`src/rtl/serial_add_pkg.sv`:
```
// serial_add_pkg: shared types and helpers for the bit-serial adder.
//   state_t   - FSM state encoding (IDLE, RUN, DONE), 2 bits.
//   cnt_width - bit-counter width, clog2(width) with a minimum of 1.
package serial_add_pkg;

    typedef enum logic [1:0] {
        ST_IDLE = 2'd0,
        ST_RUN  = 2'd1,
        ST_DONE = 2'd2
    } state_t;

    // Width of a counter that indexes bits 0..width-1.
    function automatic int unsigned cnt_width(input int unsigned width);
        if (width <= 1) begin
            return 1;
        end
        return $clog2(width);
    endfunction

endpackage

```
`src/rtl/serial_add_if.sv`:
```
// serial_add_if: start/busy/done handshake bundle for serial_add.
//   start - request an addition of a and b
//   a, b  - operands, sampled when a start is accepted
//   busy  - addition in progress
//   done  - one-cycle pulse, sum/cout valid
//   sum   - result register
//   cout  - carry out of the MSB
// master: requester side; slave: the adder.
interface serial_add_if #(
    parameter int unsigned WIDTH = 2
) ();
    logic             start;
    logic [WIDTH-1:0] a;
    logic [WIDTH-1:0] b;
    logic             busy;
    logic             done;
    logic [WIDTH-1:0] sum;
    logic             cout;

    modport master (
        output start, a, b,
        input  busy, done, sum, cout
    );

    modport slave (
        input  start, a, b,
        output busy, done, sum, cout
    );
endinterface

```
`src/rtl/serial_add_full_adder_bit.sv`:
```
// full_adder_bit: combinational 1-bit full adder.
//   i_a, i_b, i_cin - addend bits and carry in
//   o_s             - sum bit
//   o_cout          - carry out (majority of the three inputs)
module full_adder_bit (
    input  logic i_a,
    input  logic i_b,
    input  logic i_cin,
    output logic o_s,
    output logic o_cout
);
    assign o_s    = i_a ^ i_b ^ i_cin;
    assign o_cout = (i_a & i_b) | (i_a & i_cin) | (i_b & i_cin);
endmodule

```
`src/rtl/serial_add.sv`:
```
// serial_add: bit-serial registered adder, one bit per clock, LSB first.
//   clk   - rising-edge clock
//   rst_n - synchronous active-low reset
//   bus   - serial_add_if slave modport (start/a/b in, busy/done/sum/cout out)
// Latency start->done is WIDTH+1 cycles; start held high gives one result
// every WIDTH+1 cycles. Define SERIAL_ADD_SAT_EN to saturate sum to all ones
// when the final carry is set.
module serial_add
    import serial_add_pkg::*;
#(
    parameter int unsigned WIDTH = 2
) (
    input  logic       clk,
    input  logic       rst_n,
    serial_add_if.slave bus
);
    localparam int unsigned CNT_W = cnt_width(WIDTH);

    state_t             r_state;
    logic [CNT_W-1:0]   r_cnt;
    logic [WIDTH-1:0]   r_a_sh;
    logic [WIDTH-1:0]   r_b_sh;
    logic               r_carry;
    logic [WIDTH-1:0]   r_sum;
    logic               r_cout;
    logic               r_busy;
    logic               r_done;

    logic               w_s;
    logic               w_c;
    logic               w_last;

    // Single bit-step of the datapath.
    full_adder_bit u_fa (
        .i_a    (r_a_sh[0]),
        .i_b    (r_b_sh[0]),
        .i_cin  (r_carry),
        .o_s    (w_s),
        .o_cout (w_c)
    );

    assign w_last = (r_cnt == CNT_W'(WIDTH - 1));

    // FSM, counter, shift registers and result registers.
    always_ff @(posedge clk) begin
        if (!rst_n) begin
            r_state <= ST_IDLE;
            r_cnt   <= '0;
            r_a_sh  <= '0;
            r_b_sh  <= '0;
            r_carry <= 1'b0;
            r_sum   <= '0;
            r_cout  <= 1'b0;
            r_busy  <= 1'b0;
            r_done  <= 1'b0;
        end else begin
            case (r_state)
                ST_IDLE, ST_DONE: begin
                    r_done <= 1'b0;
                    if (bus.start) begin
                        r_a_sh  <= bus.a;
                        r_b_sh  <= bus.b;
                        r_carry <= 1'b0;
                        r_sum   <= '0;
                        r_cout  <= 1'b0;
                        r_cnt   <= '0;
                        r_state <= ST_RUN;
                        r_busy  <= 1'b1;
                    end else begin
                        r_state <= ST_IDLE;
                        r_busy  <= 1'b0;
                    end
                end
                ST_RUN: begin
                    r_a_sh  <= r_a_sh >> 1;
                    r_b_sh  <= r_b_sh >> 1;
                    r_carry <= w_c;
                    // New bit enters at the MSB so bit 0 lands in sum[0] last.
                    r_sum   <= (r_sum >> 1) | (WIDTH'(w_s) << (WIDTH - 1));
                    r_cnt   <= r_cnt + CNT_W'(1);
                    if (w_last) begin
                        r_cout  <= w_c;
                        r_state <= ST_DONE;
                        r_busy  <= 1'b0;
                        r_done  <= 1'b1;
`ifdef SERIAL_ADD_SAT_EN
                        if (w_c) begin
                            r_sum <= '1;
                        end
`endif
                    end
                end
                default: begin
                    r_state <= ST_IDLE;
                    r_busy  <= 1'b0;
                    r_done  <= 1'b0;
                end
            endcase
        end
    end

    assign bus.busy = r_busy;
    assign bus.done = r_done;
    assign bus.sum  = r_sum;
    assign bus.cout = r_cout;

endmodule

```
`src/flat_wrapper.sv`:
```
// flat-port wrapper written by rule: the top's interface ports become plain ports
module serial_add_flat import serial_add_pkg::*;
#(
    parameter int unsigned WIDTH = 2
)
  (clk, rst_n, bus_start, bus_a, bus_b, bus_busy, bus_done, bus_sum, bus_cout);
  serial_add_if #(.WIDTH(WIDTH)) bus_i ();
  input  logic clk;
  input  logic rst_n;
  input wire logic [$bits(bus_i.start)-1:0] bus_start;
  input wire logic [$bits(bus_i.a)-1:0] bus_a;
  input wire logic [$bits(bus_i.b)-1:0] bus_b;
  output wire logic [$bits(bus_i.busy)-1:0] bus_busy;
  output wire logic [$bits(bus_i.done)-1:0] bus_done;
  output wire logic [$bits(bus_i.sum)-1:0] bus_sum;
  output wire logic [$bits(bus_i.cout)-1:0] bus_cout;
  assign bus_i.start = bus_start;
  assign bus_i.a = bus_a;
  assign bus_i.b = bus_b;
  assign bus_busy = bus_i.busy;
  assign bus_done = bus_i.done;
  assign bus_sum = bus_i.sum;
  assign bus_cout = bus_i.cout;
  serial_add #(.WIDTH(WIDTH)) u_core (.clk(clk), .rst_n(rst_n), .bus(bus_i));
endmodule
```
`config.mk`:
```
export PLATFORM = sky130hd
export DESIGN_NAME = serial_add_flat
export DESIGN_NICKNAME = d
export VERILOG_FILES = /design/src/rtl/serial_add_pkg.sv /design/src/rtl/serial_add_if.sv /design/src/rtl/serial_add_full_adder_bit.sv /design/src/rtl/serial_add.sv /design/src/flat_wrapper.sv
export SDC_FILE = /design/constraint.sdc
export NUM_CORES = 1
export LEC_CHECK = 0
export BUFFER_PORTS_ARGS = -buffer_cell sky130_fd_sc_hd__buf_2
export CAP_MARGIN = 20
export CORE_AREA = 4 4 41 43
export DETAILED_ROUTE_END_ITERATION = 8
export DIE_AREA = 0 0 45 47
export PLACE_DENSITY_LB_ADDON = 0.08
export SYNTH_ARGS = -nofsm -noshare
export SYNTH_HDL_FRONTEND = slang
export SYNTH_SLANG_ARGS = --single-unit
```
`constraint.sdc`:
```
create_clock -name clk -period 1.65 [get_ports clk]
set_clock_uncertainty 0.2 [all_clocks]
set_input_delay 0.33 -clock clk [delete_from_list [all_inputs] [get_ports clk]]
set_output_delay 0.33 -clock clk [all_outputs]
set_load 0.005 [all_outputs]
```
# Word level (Yosys, flattened, before mapping)

Index checks and enable logic that the tools add are counted.

Flip-flop bits (word level): 13
Bits of input ports: 7
Output and inout bits: 5

$add $sub $neg: 1
Eq/ne operators: 4
Muxes and demuxes: 17
Bitwise gates (word level): 8
Reduce and logical (&&, ||, !) cells: 6

Operators with widths:

| operator            | count |
|---|---|
| $pmux 2 s2          | 4 |
| $mux 2              | 4 |
| $pmux 1 s2          | 4 |
| $mux 1              | 5 |
| $reduce_and 2->1    | 2 |
| $and 1x1->1         | 3 |
| $reduce_and 3->1    | 1 |
| $eq 2x1->1 const B  | 1 |
| $eq 2x2->1 const B  | 1 |
| $logic_not 2->1     | 1 |
| $ne 2x1->1 const B  | 1 |
| $ne 2x2->1 const B  | 1 |
| $or 1x1->1          | 2 |
| $or 1x2->2          | 1 |
| $reduce_bool 2->1   | 1 |
| $reduce_or 2->1     | 1 |
| $xor 1x1->1         | 2 |
| $add 1x1->1 const B | 1 |

# Longest topological paths before layout

Gate-level depths: netlist of the first run.

Depth after elaboration: 5
Depth in mapped cells: 4
Gate-level depth less buffers: 3

# By module

Synthesis of the first run repeated with hierarchy kept, for this count alone.

Cells, all modules: 58
Area, all modules: 520.5 um^2

Modules (own cells, without submodules):

| module         | instances | cells each | area an instance (um^2) |
|---|---|---|---|
| serial_add     | 1         | 57         | 500.5 |
| full_adder_bit | 1         | 1          | 20.0 |

# Worst setup path after synthesis of the first run

Ideal clock, no wire load.

Path type: reg2reg
Start: register u_core.r_a_sh[0]
End: register u_core.r_sum[1] (netlist: u_core.bus.sum[1])
Setup time: 71 ps
Arrival: 962 ps
Required time: 1379 ps
Path slack: 417 ps
Stages on the path, launching flop included: 4
Period minus slack after synthesis: 1233 ps
Cell sequence: dfxtp_1 fa_1 nand2_1 a21oi_1

Longest elaborated chain between the ends: 4

RTL lines:

| element                  | RTL line                        | RTL |
|---|---|---|
| start: declaration       | serial_add.sv:21                | `logic [WIDTH-1:0] r_a_sh;` |
| start signal: assignment | serial_add.sv:61                | `r_a_sh <= bus.a;` |
| start signal: assignment | serial_add.sv:75                | `r_a_sh <= r_a_sh >> 1;` |
| $xor 1x1->1 (2 in a row) | serial_add_full_adder_bit.sv:12 | `assign o_s = i_a ^ i_b ^ i_cin;` |
| $or 1x2->2               | serial_add.sv:79                | `r_sum <= (r_sum >> 1) \| (WIDTH'(w_s) << (WIDTH - 1));` |
| $pmux 2 s2               | serial_add.sv:57                | `case (r_state)` |
| end signal: assignment   | serial_add.sv:79                |  |
| end: declaration         | serial_add.sv:24                | `logic [WIDTH-1:0] r_sum;` |

No other way between the ends.
A chain may end at the register's enable or synchronous reset.

# Worst setup path in the final report of the first run

Start: register u_core.r_state[0]
End: register u_core.r_cout (netlist: u_core.bus.cout)

Longest elaborated chain between the ends: 4
Elaborated cells between the ends (all ways): 9

RTL lines:

| element                                                          | RTL line         | RTL |
|---|---|---|
| start: declaration                                               | serial_add.sv:19 | `state_t r_state;` |
| start signal: assignment                                         | serial_add.sv:47 | `r_state <= ST_IDLE;` |
| start signal: assignment                                         | serial_add.sv:67 | `r_state <= ST_RUN;` |
| start signal: assignment                                         | serial_add.sv:70 | `r_state <= ST_IDLE;` |
| $eq 2x2->1 or $logic_not 2->1 (tied branches)                    | serial_add.sv:57 |  |
| $reduce_or 2->1                                                  | serial_add.sv:57 |  |
| $ne 2x2->1 (no source line) or $reduce_bool 2->1 (tied branches) | n/a              |  |
| $reduce_and 3->1 (no source line)                                | n/a              |  |
| end signal: assignment                                           | serial_add.sv:82 | `r_cout <= w_c;` |
| end: declaration                                                 | serial_add.sv:25 | `logic r_cout;` |

Parallel ways exist; a longest one is shown, timed or not.

==> metrics, run 1 <==
fin util=a little under half; I/O Buffers=11; Final min period=1410 ps; first-pass GRT wire length=~1700 um; Slew headroom=about 65%; Comb power frac=12.0%; CTS tree=done; EDFF count, synth=0; area leader, netlist=dfxtp_1; 1st-pass router iterations=4; Starting Density=40.0%; WS Path Type=flop to flop; post-cts sizing count=0; n_diodes=0; worst skew pair latency=270 ps; Avg Vias per Cell=5.06; worst min-delay path category=input pin to flop; NetSw=approximately 0.00015 W; Synth cell types=19; Die Footprint=0.00212 mm2; CTS Root Buffer Type=clkbuf_4; Post-CTS Setup Repair Bufs=0; die width=45 um; GPL Wtd Cong=a little under 0.7; Sw Share=25.4%; part of the power in the clock network=31.6%; status=completed; drt total wl=922 um; Post-Synthesis Cells=58; layout cells sized above 1=20.3%; pin count of the biggest net entering global routing=12; HPWL after DPL=670 um; fin. max-slew vios=0; top post-synthesis cells by count=dfxtp_1, nand3_1, a21oi_1; clock tree buffer depth=2; crit share post-route=around 85%; Synth Warn #=0; Pint=0.000455 W; CP Max Fanout=8; most used flip-flop cell after synthesis=dfxtp_1; top-count cell post-synth=dfxtp_1; GRT Resource Usage Total=11.1%; # nets final=78; critical path capture point type=flop; Fin Setup TNS=0 ps; fillcell total=132; wire per inst=11.0 um; GRT overflow=0; CP startpoint kind=flop; final setup violating endpoints=0; Seq/Total Area, Yosys=50.0%; Cell Pwr Density=roughly 1000 mW/mm2; Core Box Area=0.00130 mm2; main area contributors after synthesis=dfxtp_1, nand3_1, a21oi_1; num ports=12; Clock Sink Count=13; peak supply drop=about 0.00045 V; Max-Cap Viols=0; Chip Height=47 um; antenna violations before repair=0; Cell Rows=13; DR vias=425; Worst Tran Pin Value=527 ps; RSZ-0062 raised after global routing=no; Hold Buf Count CTS=0; mapped cell area=520 um2; part of the power in registers=56.4%; vias in the first global route=393; Starting DRT DRC Count=13; Max Freq=710 MHz; static leakage=0.247 nW; Power Total=0.000610 W; Worst Path Arrival=between 1000 and 1500 ps; # DRC=0; Clock Pin Slew Worst Setup and Hold Paths=~80 ps; Critical Path RT=roughly 1700 ps; syn_nets=66; FFs w/ async S/R, synth=0%; Final Hold Viols=0; Mean Syn Cell Area=8.97 um2; Final ANT Viol Nets=0; Synth Register Bits=13; Synth top area share=roughly 50%; CTS buffer count=3; H-tree lvl count=1; synthesis-to-layout area growth=12.7%
stage by stage:
step / cells / instance area, um2 / hold WS [ps] / worst slack [ps]
global placement: 80 / 561 / 265 / 233
global route: 84 / 587 / 96.2 / 83.5
finish: 84 / 587 / 82.2 / 241
CTS: 84 / 587 / 71.7 / 252
detailed placement: 80 / 561 / 259 / 274
floorplan: 58 / 520 / 247 / 417
registers in the layout, indices dropped and copies added, names as in the netlist:
register,cells
u_core.bus.busy,1
u_core.bus.cout,1
u_core.bus.done,1
u_core.bus.sum,2
u_core.r_a_sh,2
u_core.r_b_sh,2
u_core.r_carry,1
u_core.r_cnt,1
u_core.r_state,2
critical path, stage by stage, from the launching register on:
cell and delay [ps]:
dfxtp_1 370, nor2b_1 470, nand3_1 140, a31oi_1 170
per-layer routing:
layer / global-route usage, % / routed length, um / vias up
li1: - / - / 221
met1: 14.1 / 458 / 184
met2: 16.4 / 375 / 16
met3: 2.30 / 62 / 4
met4: 8.77 / 25 / 0
met5: 0 / 0 / -
power groups by stage:
stage          logic [W]  registers [W]  clock network (W)
2_1_floorplan  0.0000633       0.000350                  0
3_3_place_gp   0.0000737       0.000352                  0
3_5_place_dp   0.0000742       0.000352                  0
4_1_cts        0.0000747       0.000344           0.000203
5_1_grt        0.0000842       0.000347           0.000215
6_report       0.0000734       0.000344           0.000193
worst paths after layout:
path                startpoint          endpoint  slack [ps]  depth (start not counted)
max          u_core.r_state[0]   u_core.bus.cout         240                          3
min                      rst_n      u_core.r_cnt          80                          2
max reg2reg  u_core.r_state[0]   u_core.bus.cout         240                          3
min reg2reg   u_core.r_a_sh[1]  u_core.r_a_sh[1]         270                          2
cells in the final DEF (no fill, tap or decap):
master and count:
a21oi_1 6, a31oi_1 1, and3_1 2, buf_2 11, clkbuf_1 1, clkbuf_4 3
dfxtp_1 13, fa_1 1, inv_1 1, nand2_1 5, nand2b_1 2, nand3_1 7
nand3b_1 1, nor2_1 4, nor2b_1 2, nor3_1 5, nor3b_1 1, o21a_1 1
o22ai_1 2
cell families after synthesis:
logic type | after synthesis | synth area share, %
and+or+nand+nor | 29 | 28.1
DFF | 13 | 50.0
AOI/OAI and AO/OA | 10 | 10.8
buffers and inverters | 5 | 7.21
adders and majority gates | 1 | 3.85
layout make-up:
cell class | count | area, um2 | area share (%)
inverters | 1 | 3.75 | 0.640
multi-input cells | 40 | 223 | 38.0
well taps | 15 | 18.8 | 3.20
flip-flops and latches | 13 | 260 | 44.3
clock buffers | 4 | 26.3 | 4.48
repair buffers | 11 | 55.1 | 9.38
No activity file was read; power rests on OpenSTA's default activity.
==> run 2: changes to the inputs <==
Settings changed: CORE_AREA 4 4 41 43 to 2 2 39 41, DIE_AREA 0 0 45 47 to 0 0 41 43, RECOVER_POWER set to 50.
Clock period 1.65 ns to 1.35 ns, I/O delays scaled along.
==> metrics, run 2 (same netlist as run 1, synthesis figures left out) <==
GRT overflow=0; Starting DRT DRC Count=6; CTS Root Buffer Type=clkbuf_4; Chip Height=43 um; crit share post-route=94.3%; area of the multi-input gates=between 200 and 250 um2; wire per inst=11.0 um; antenna violations before repair=0; I/O Buffers=11; Finished Layout Cells=89; fillcell total=148; num ports=12; reg2reg start=u_core.r_a_sh[0]; GRT Resource Usage Total=roughly 14%; RSZ-0062 raised after global routing=no; synthesis-to-layout area growth=19.0%; Cell Pwr Density=1250 mW/mm2; Critical Path RT=1360 ps; drt total wl=978 um; Final min period=about 1300 ps; clock tree buffer depth=2; Cell Rows=14; Fin Setup TNS=0 ps; Final ANT Viol Nets=0; WS Path Type=flop to flop; most common cell after layout, fill and taps aside=dfxtp_1; Clock Pin Slew Worst Setup and Hold Paths=80 ps; Max-Cap Viols=0; static leakage=about 0.26 nW; layout cells sized above 1=24.7%; Max Freq=786 MHz; CP startpoint kind=flop; reg-to-reg endpoint=u_core.bus.sum[1]; Clock Sink Count=13; worst setup path end=u_core.bus.sum[1]; CTS buffer count=3; n_diodes=0; worst reg-to-reg setup slack=80 ps; worst min-delay path category=input pin to flop; peak supply drop=0.000607 V; pin count of the biggest net entering global routing=12; critical path capture point type=flop; Slew headroom=between 70% and 80%; fin util=44.8%; worst skew pair latency=~270 ps; Final Hold Viols=0; # nets final=82; 1st-pass router iterations=4; status=completed; HPWL after DPL=slightly below 700 um; placed cells=85; CTS tree=done; Worst Path Arrival=1280 ps; Avg Vias per Cell=4.94; Starting Density=37.6%; R2R depth=3; Hold Buf Count CTS=0; fin. max-slew vios=0; GPL Wtd Cong=0.725; Core Box Area=0.00138 mm2; # DRC=0; final setup violating endpoints=0; H-tree lvl count=1; critical path startpoint=u_core.r_a_sh[0]; most frequent cells in the layout=dfxtp_1, buf_2, nand3_1, a21oi_1; CP Max Fanout=2; DR vias=440; vias in the first global route=between 300 and 400; first-pass GRT wire length=1660 um; die width=41 um; Worst Tran Pin Value=378 ps; Register Area=around 260 um2; Die Footprint=0.00176 mm2
-- run 2: cell types whose count changed in the layout (fill, tap and decap cells not counted) --
cell,previous run,this run
buf_2,11,10
buf_4,0,4
clkbuf_1,1,2
nand2b_1,2,1
nand2b_2,0,1
-- run 2: per-layer routing --
layer / global-route usage, % / up-vias / wire length [um]
li1: - / 227 / -
met1: 19.1 / 198 / 478
met2: 19.1 / 11 / 418
met3: 3.14 / 4 / 54
met4: 10.0 / 0 / 26
met5: 0 / - / 0
-- run 2: critical path: stages (launching register included) --
cell     delay, ps
dfxtp_1        330
fa_1           530
nand2_1         50
a21oi_1        100
-- run 2: worst min path at each step --
stage	slack, ps	cells past startpoint	from	endpoint
4_1_cts	20	2	rst_n	u_core.r_cnt
5_1_grt	30	2	rst_n	u_core.r_cnt
3_5_place_dp	260	2	u_core.bus.sum[0]	u_core.bus.sum[0]
2_1_floorplan	190	1	rst_n	u_core.r_cnt
6_report	20	3	bus_b[1]	u_core.r_b_sh[1]
3_3_place_gp	250	2	u_core.bus.sum[0]	u_core.bus.sum[0]
-- run 2: what timing repair did --
item                                    CTS  global route
resized for setup                         0             1
endpoints found under the setup margin    0             2
buffers inserted                          0             0
-- run 2: stage by stage --
stage / area, um2 / setup slack [ps] / hold slack [ps] / power, W
finish: 619 / 77.0 / 23.5 / 0.000772
global route: 619 / 27.8 / 26.9 / 0.000810
global placement: 592 / 65.6 / 253 / 0.000538
floorplan: 520 / 117 / 187 / 0.000505
CTS: 618 / 71.5 / 16.7 / 0.000780
detailed placement: 592 / 90.7 / 258 / 0.000536
-- run 2: area by class of cell --
class	count	area share, %
well taps	16	3.23
inverters	1	0.606
flip-flops and latches	13	42.0
repair buffers	15	13.5
clock buffers	4	4.24
multi-input cells	40	36.4
-- run 2: report_power, final --
group,internal [W],switching [W]
combinational,0.0000509,0.0000557
clock,0.000114,0.000131
sequential,0.000405,0.0000151
total,0.000570,0.000202
